===== src/rtl/qpu_event_timing_queue_if.sv =====
// ---------------------------------------------------------------------------
// qpu_event_timing_queue_if
// Bundles the handshake buses around the event timing queue:
//   twbck_i_*  : time write-back (relative interval) from the ALU
//   ewbck_i_*  : event write-back (payload + target mask) from the ALU
//   evt_o_*    : released event strobe towards pulse generation
// master : the side that produces write-backs and consumes released events
// slave  : the queue itself
// ---------------------------------------------------------------------------
interface qpu_event_timing_queue_if #(
  parameter int TIME_W  = 32,
  parameter int EVT_W   = 64,
  parameter int EVT_NUM = 8
);
  logic               twbck_i_valid;
  logic               twbck_i_ready;
  logic [TIME_W-1:0]  twbck_i_data;
  logic               ewbck_i_valid;
  logic               ewbck_i_ready;
  logic [EVT_W-1:0]   ewbck_i_data;
  logic [EVT_NUM-1:0] ewbck_i_oprand;
  logic               evt_o_valid;
  logic [EVT_W-1:0]   evt_o_data;
  logic [EVT_NUM-1:0] evt_o_oprand;
  logic               evt_o_late;

  modport master (
    output twbck_i_valid, twbck_i_data,
    output ewbck_i_valid, ewbck_i_data, ewbck_i_oprand,
    input  twbck_i_ready, ewbck_i_ready,
    input  evt_o_valid, evt_o_data, evt_o_oprand, evt_o_late
  );

  modport slave (
    input  twbck_i_valid, twbck_i_data,
    input  ewbck_i_valid, ewbck_i_data, ewbck_i_oprand,
    output twbck_i_ready, ewbck_i_ready,
    output evt_o_valid, evt_o_data, evt_o_oprand, evt_o_late
  );
endinterface


===== src/rtl/qpu_event_timing_queue.sv =====
// ---------------------------------------------------------------------------
// qpu_event_timing_queue
// Consumes time and event write-backs from the ALU. Each accepted interval
// advances an absolute time label; each accepted event is queued stamped with
// the current label. Once started, a free-running system timer releases the
// head entry when the timer reaches (or has passed) its timestamp.
//
// Ports:
//   clk, rst   : clock, synchronous active-high reset
//   bus        : twbck/ewbck ingress handshakes and evt_o release strobe
//   tmr_start  : pulse, IDLE -> RUN
//   flush      : pulse, drop queue, clear timer/label, return to IDLE
//   sys_timer  : current system timer value
//   q_count    : FIFO occupancy, q_empty / q_full decoded from it
// ---------------------------------------------------------------------------
module qpu_event_timing_queue #(
  parameter int  TIME_W  = 32,
  parameter int  EVT_W   = 64,
  parameter int  EVT_NUM = 8,
  parameter int  DEPTH   = 8,
  localparam int PTR_W   = $clog2(DEPTH),
  localparam int CNT_W   = PTR_W + 1
) (
  input  logic                   clk,
  input  logic                   rst,
  qpu_event_timing_queue_if.slave bus,
  input  logic                   tmr_start,
  input  logic                   flush,
  output logic [TIME_W-1:0]      sys_timer,
  output logic [CNT_W-1:0]       q_count,
  output logic                   q_empty,
  output logic                   q_full
);

  typedef enum logic [0:0] {
    ST_IDLE = 1'b0,
    ST_RUN  = 1'b1
  } state_e;

  state_e             state_r;
  state_e             state_nxt_s;

  logic [TIME_W-1:0]  timer_r;
  logic [TIME_W-1:0]  label_r;
  logic [TIME_W-1:0]  label_nxt_s;
  logic [PTR_W-1:0]   wr_ptr_r;
  logic [PTR_W-1:0]   rd_ptr_r;
  logic [CNT_W-1:0]   count_r;

  logic [TIME_W-1:0]  ts_mem_r     [DEPTH];
  logic [EVT_W-1:0]   data_mem_r   [DEPTH];
  logic [EVT_NUM-1:0] oprand_mem_r [DEPTH];

  logic               empty_s;
  logic               full_s;
  logic               ready_s;
  logic               tw_acc_s;
  logic               push_s;
  logic [TIME_W-1:0]  head_ts_s;
  logic [TIME_W-1:0]  diff_s;
  logic               fire_s;
  logic               pop_s;

  logic               evt_valid_r;
  logic [EVT_W-1:0]   evt_data_r;
  logic [EVT_NUM-1:0] evt_oprand_r;
  logic               evt_late_r;

  assign empty_s = (count_r == {CNT_W{1'b0}});
  assign full_s  = (count_r == CNT_W'(DEPTH));

  // Ingress handshake and label arithmetic; ready depends only on the
  // registered count so a same-cycle pop never frees a slot for a push.
  always_comb begin
    ready_s     = ~full_s & ~flush;
    tw_acc_s    = bus.twbck_i_valid & ready_s;
    push_s      = bus.ewbck_i_valid & ready_s;
    label_nxt_s = label_r;
    if (tw_acc_s) begin
      label_nxt_s = label_r + bus.twbck_i_data;
    end else begin
      label_nxt_s = label_r;
    end
  end

  // Release decision: modular distance from head timestamp to timer; a clear
  // MSB means the timer is at or past the stamp within half the range.
  always_comb begin
    head_ts_s = ts_mem_r[rd_ptr_r];
    diff_s    = timer_r - head_ts_s;
    fire_s    = ~diff_s[TIME_W-1];
    pop_s     = (state_r == ST_RUN) & ~empty_s & fire_s & ~flush;
  end

  // Next-state logic; flush overrides everything else.
  always_comb begin
    state_nxt_s = state_r;
    case (state_r)
      ST_IDLE: begin
        if (tmr_start) begin
          state_nxt_s = ST_RUN;
        end else begin
          state_nxt_s = ST_IDLE;
        end
      end
      ST_RUN:  state_nxt_s = ST_RUN;
      default: state_nxt_s = ST_IDLE;
    endcase
    if (flush) begin
      state_nxt_s = ST_IDLE;
    end else begin
      state_nxt_s = state_nxt_s;
    end
  end

  // State register.
  always_ff @(posedge clk) begin
    if (rst) begin
      state_r <= ST_IDLE;
    end else begin
      state_r <= state_nxt_s;
    end
  end

  // Timer, label, pointers, occupancy and registered release outputs.
  always_ff @(posedge clk) begin
    if (rst) begin
      timer_r      <= {TIME_W{1'b0}};
      label_r      <= {TIME_W{1'b0}};
      wr_ptr_r     <= {PTR_W{1'b0}};
      rd_ptr_r     <= {PTR_W{1'b0}};
      count_r      <= {CNT_W{1'b0}};
      evt_valid_r  <= 1'b0;
      evt_data_r   <= {EVT_W{1'b0}};
      evt_oprand_r <= {EVT_NUM{1'b0}};
      evt_late_r   <= 1'b0;
    end else if (flush) begin
      // Release payload registers keep their last value; only the strobe drops.
      timer_r     <= {TIME_W{1'b0}};
      label_r     <= {TIME_W{1'b0}};
      wr_ptr_r    <= {PTR_W{1'b0}};
      rd_ptr_r    <= {PTR_W{1'b0}};
      count_r     <= {CNT_W{1'b0}};
      evt_valid_r <= 1'b0;
    end else begin
      if (state_r == ST_RUN) begin
        timer_r <= timer_r + TIME_W'(1);
      end else begin
        timer_r <= {TIME_W{1'b0}};
      end
      label_r <= label_nxt_s;
      if (push_s) begin
        wr_ptr_r <= wr_ptr_r + PTR_W'(1);
      end
      if (pop_s) begin
        rd_ptr_r <= rd_ptr_r + PTR_W'(1);
      end
      case ({push_s, pop_s})
        2'b10:   count_r <= count_r + CNT_W'(1);
        2'b01:   count_r <= count_r - CNT_W'(1);
        default: count_r <= count_r;
      endcase
      if (pop_s) begin
        evt_valid_r  <= 1'b1;
        evt_data_r   <= data_mem_r[rd_ptr_r];
        evt_oprand_r <= oprand_mem_r[rd_ptr_r];
        evt_late_r   <= (diff_s != {TIME_W{1'b0}});
      end else begin
        evt_valid_r  <= 1'b0;
      end
    end
  end

  // Entry storage; an event pushed together with an interval carries the
  // already-advanced label.
  always_ff @(posedge clk) begin
    if (!rst && push_s) begin
      ts_mem_r[wr_ptr_r]     <= label_nxt_s;
      data_mem_r[wr_ptr_r]   <= bus.ewbck_i_data;
      oprand_mem_r[wr_ptr_r] <= bus.ewbck_i_oprand;
    end
  end

  assign bus.twbck_i_ready = ready_s;
  assign bus.ewbck_i_ready = ready_s;
  assign bus.evt_o_valid   = evt_valid_r;
  assign bus.evt_o_data    = evt_data_r;
  assign bus.evt_o_oprand  = evt_oprand_r;
  assign bus.evt_o_late    = evt_late_r;

  assign sys_timer = timer_r;
  assign q_count   = count_r;
  assign q_empty   = empty_s;
  assign q_full    = full_s;

endmodule


===== src/flat_wrapper.sv =====
// flat-port wrapper written by rule: the top's interface ports become plain ports
module qpu_event_timing_queue_flat 
#(
  parameter int  TIME_W  = 32,
  parameter int  EVT_W   = 64,
  parameter int  EVT_NUM = 8,
  parameter int  DEPTH   = 8,
  localparam int PTR_W   = $clog2(DEPTH),
  localparam int CNT_W   = PTR_W + 1
)
  (clk, rst, tmr_start, flush, sys_timer, q_count, q_empty, q_full, bus_twbck_i_valid, bus_twbck_i_data, bus_ewbck_i_valid, bus_ewbck_i_data, bus_ewbck_i_oprand, bus_twbck_i_ready, bus_ewbck_i_ready, bus_evt_o_valid, bus_evt_o_data, bus_evt_o_oprand, bus_evt_o_late);
  qpu_event_timing_queue_if #(.TIME_W(TIME_W), .EVT_W(EVT_W), .EVT_NUM(EVT_NUM)) bus_i ();
  input  logic clk;
  input  logic rst;
  input  logic tmr_start;
  input  logic flush;
  output logic [TIME_W-1:0] sys_timer;
  output logic [CNT_W-1:0] q_count;
  output logic q_empty;
  output logic q_full;
  input wire logic [$bits(bus_i.twbck_i_valid)-1:0] bus_twbck_i_valid;
  input wire logic [$bits(bus_i.twbck_i_data)-1:0] bus_twbck_i_data;
  input wire logic [$bits(bus_i.ewbck_i_valid)-1:0] bus_ewbck_i_valid;
  input wire logic [$bits(bus_i.ewbck_i_data)-1:0] bus_ewbck_i_data;
  input wire logic [$bits(bus_i.ewbck_i_oprand)-1:0] bus_ewbck_i_oprand;
  output wire logic [$bits(bus_i.twbck_i_ready)-1:0] bus_twbck_i_ready;
  output wire logic [$bits(bus_i.ewbck_i_ready)-1:0] bus_ewbck_i_ready;
  output wire logic [$bits(bus_i.evt_o_valid)-1:0] bus_evt_o_valid;
  output wire logic [$bits(bus_i.evt_o_data)-1:0] bus_evt_o_data;
  output wire logic [$bits(bus_i.evt_o_oprand)-1:0] bus_evt_o_oprand;
  output wire logic [$bits(bus_i.evt_o_late)-1:0] bus_evt_o_late;
  assign bus_i.twbck_i_valid = bus_twbck_i_valid;
  assign bus_i.twbck_i_data = bus_twbck_i_data;
  assign bus_i.ewbck_i_valid = bus_ewbck_i_valid;
  assign bus_i.ewbck_i_data = bus_ewbck_i_data;
  assign bus_i.ewbck_i_oprand = bus_ewbck_i_oprand;
  assign bus_twbck_i_ready = bus_i.twbck_i_ready;
  assign bus_ewbck_i_ready = bus_i.ewbck_i_ready;
  assign bus_evt_o_valid = bus_i.evt_o_valid;
  assign bus_evt_o_data = bus_i.evt_o_data;
  assign bus_evt_o_oprand = bus_i.evt_o_oprand;
  assign bus_evt_o_late = bus_i.evt_o_late;
  qpu_event_timing_queue #(.TIME_W(TIME_W), .EVT_W(EVT_W), .EVT_NUM(EVT_NUM), .DEPTH(DEPTH)) u_core (.clk(clk), .rst(rst), .bus(bus_i), .tmr_start(tmr_start), .flush(flush), .sys_timer(sys_timer), .q_count(q_count), .q_empty(q_empty), .q_full(q_full));
endmodule

===== config.mk =====
export PLATFORM = sky130hd
export DESIGN_NAME = qpu_event_timing_queue_flat
export DESIGN_NICKNAME = d
export VERILOG_FILES = /design/src/rtl/qpu_event_timing_queue_if.sv /design/src/rtl/qpu_event_timing_queue.sv /design/src/flat_wrapper.sv
export SDC_FILE = /design/constraint.sdc
export NUM_CORES = 1
export LEC_CHECK = 0
export CAP_MARGIN = 10
export CORE_MARGIN = 2
export CORE_UTILIZATION = 60
export CTS_CLUSTER_SIZE = 20
export DETAILED_ROUTE_END_ITERATION = 6
export PLACE_DENSITY = 0.9
export SYNTH_ARGS = -nofsm -noshare
export SYNTH_HDL_FRONTEND = slang
export SYNTH_SLANG_ARGS = --single-unit

===== constraint.sdc =====
create_clock -name clk -period 17.7 [get_ports clk]
set_input_delay 3.54 -clock clk [delete_from_list [all_inputs] [get_ports clk]]
set_output_delay 3.54 -clock clk [all_outputs]
set_load 0.02 [all_outputs]

==> results.json <==
{
  "status": "finished, final reports clean",
  "clk_latency_ns": 0.69,
  "first_global_vias": 24810,
  "grt_pass1_wl_mm": 152.2,
  "core-area_um2": 66100,
  "io_buffers": 223,
  "clk_root_buffer_cell": "clkbuf_16",
  "post-route-util_pct": 70.59,
  "cpMaxStageDelayCell": "clkdlybuf4s50_1",
  "grt-ovfl-total": 0,
  "dpl.hpwl_mm": 54.71,
  "cts_buffers": 94,
  "finalCritPeriodShare_pct": 47.76,
  "grt_usage_pct": 29.56,
  "power_uw": 4752,
  "clkTransAtPathRegs_ns": 0.06,
  "combPwrFrac_pct": 2.9,
  "dr.pass1.iters": 6,
  "wl_per_cell_um": 28.67,
  "syn_to_final_growth_pct": 15.99,
  "clockPowerShare_pct": 43.8,
  "fillerInstances": 3796,
  "grt_max_degree": 79,
  "nNetsFinal": 2779,
  "clockBufferDepth": 3,
  "hold_viol_final": 0,
  "p_per_area_nw_per_um2": 101.8,
  "maxSlewViolCount": 0,
  "wl_mm": 101.8,
  "cp_common_cell": "clkdlybuf4s50_1",
  "die_h_um": 262.9,
  "postCtsSetupBuffers": 0,
  "fp.dieArea_um2": 69130,
  "ys_ff_latch": 984,
  "cts_tree": "built",
  "hp-class": "flip-flop to flip-flop",
  "netlist.area_leader.share_pct": 62.11,
  "cts_resized": 0,
  "antenna_found_initial": 11,
  "drive_gt1_share_pct": 15.71,
  "initial_core_util_pct": 60.86,
  "synth_warnings": 0,
  "crit_arrival_ns": 4.91,
  "ys_top_cells_by_area": "edfxtp_1, mux4_2, dfxtp_1, mux2i_1, ha_1",
  "ir_drop_v": 0.0001012,
  "cp_cell_sequence": "clkdlybuf4s50_1, nor2_1, clkdlybuf4s50_1",
  "ant_nets": 0,
  "avgViaCountPerCell": 6.677,
  "regToRegSetupSlack_ns": 10.52,
  "cp_slowest_stage_delay_ns": 0.66,
  "internal-power_uw": 3757,
  "clkSinkCount": 984,
  "power.leakage_uw": 0.01484,
  "layout_min_cycle_time_ns": 8.454,
  "postSynthCellCount": 2360,
  "ys_seq_area_share_pct": 69.68,
  "start_kind": "input port",
  "crit_fanout": 5,
  "vias": 23700,
  "setup_violations": 0,
  "finClkSkew_ns": 0.06906,
  "finalInstanceArea_um2": 46660,
  "post_dp_cell_area_um2": 43390,
  "ios": 224,
  "fin_setup_tns_ns": 0,
  "fin_hold_ws_ns": 0.4921,
  "worst_slew_pin_slew_ns": 1.209,
  "rsz0062_at_grt": "no",
  "htreeDepth": 3,
  "p_switching_uw": 994.9,
  "synth_nets": 2541,
  "syn_avg_cell_area_um2": 17.04,
  "p_sw_share_pct": 20.94,
  "endpoint_kind": "output port",
  "synthArstFlopShare_pct": 0,
  "rows": 94,
  "seqPwrFrac_pct": 53.2,
  "synthTopCellsByCount": "edfxtp_1, mux4_2, nor2_1",
  "fmax_mhz": 118.3,
  "synth_edf_count": 832,
  "required_ns": 14.16,
  "synth_top_flop_cell": "edfxtp_1",
  "maxCapViolCount": 0,
  "synthMostInstantiatedCell": "edfxtp_1",
  "hold_buffers": 0,
  "synth.distinct_cells": 68,
  "critPathKind": "input port to output port",
  "synthesis.area_um2": 40220,
  "synth_top_area_cell": "edfxtp_1",
  "drcViolationCount": 0,
  "drtIter0Drc": 2433,
  "relSlewSlack_pct": 19.40,
  "gp_congestion": 0.8776,
  "die_w_um": 262.9
}
==> cells in the final DEF (no fill, tap or decap), drive strengths merged, types with 29 or more instances in the layout <==
master and count:
a211oi 83, a21oi 63, buf 33, clkbuf 122, clkdlybuf4s50 222, clkinv 37, dfxtp 152, edfxtp 832
ha 68, inv 35, mux2i 111, mux4 208, nand2 110, nand3 38, nor2 159, o21ai 58
xnor2 29, xor2 30
==> logic make-up after synthesis <==
kind of cell,share of synthesized area (%)
compound gates,5.188
xor+xnor,1.285
fa+ha+maj,2.264
buf+inv,1.393
flops,69.68
mux,14.58
simple gates,5.618
==> per-layer routing <==
layer,vias to the layer above,global-route usage [%],wire (um)
li1,9933,-,-
met1,12000,36.88,36100
met2,1446,49.75,51440
met3,300,6.381,9398
met4,14,14.04,4715
met5,-,0,106
==> power by group through the flow <==
stage	logic, uW	clock network [uW]	registers [uW]
finish	139	2080	2530
global route	150	2180	2530
CTS	136	2100	2530
detailed placement	132	0	2580
global placement	124	0	2580
floorplan	64.5	0	2580
==> metrics by stage <==
| step | worst slack [ns] | instances |
|---|---|---|
| final | 9.246 | 3549 |
| after global routing | 9.174 | 3547 |
| after CTS | 9.243 | 3542 |
| after detailed placement | 9.248 | 3365 |
| after global placement | 9.291 | 3365 |
| after floorplan | 1.735 | 2360 |
==> final timing paths <==
kind	from	end	cells past startpoint
hold reg to reg	u_core.label_r[20]	u_core.label_r[20]	2
hold / removal	u_core.label_r[20]	u_core.label_r[20]	2
setup / recovery	flush	bus_ewbck_i_ready	3
setup reg to reg	flip-flop	u_core.q_count[3]	17
==> critical path, delay by kind of cell <==
family | cells | cell delay (ns)
buffers and inverters | 2 | 1.13
and+or+nand+nor | 1 | 0.25
==> flip-flops by register name, indices dropped and copies added (netlist names), 3 cells and up, named ones only <==
register and flops:
u_core.oprand_mem_r 64, u_core.bus.evt_o_oprand 8, u_core.label_r 32, u_core.data_mem_r 512
u_core.sys_timer 32, u_core.q_count 4, u_core.ts_mem_r 256, u_core.wr_ptr_r 3
u_core.bus.evt_o_data 64, u_core.rd_ptr_r 3
==> area by class of cell <==
type | count | area (um^2) | share of cell area [%]
diodes | 6 | 15.01 | 0.03218
inverters | 31 | 116.4 | 0.2494
clock buffers | 122 | 2589 | 5.549
clock inverters | 55 | 655.6 | 1.405
flip-flops and latches | 984 | 28040 | 60.11
well taps | 864 | 1081 | 2.317
repair buffers | 255 | 2467 | 5.288
multi-input cells | 1232 | 11690 | 25.05
No activity file was read; power rests on OpenSTA's default activity.
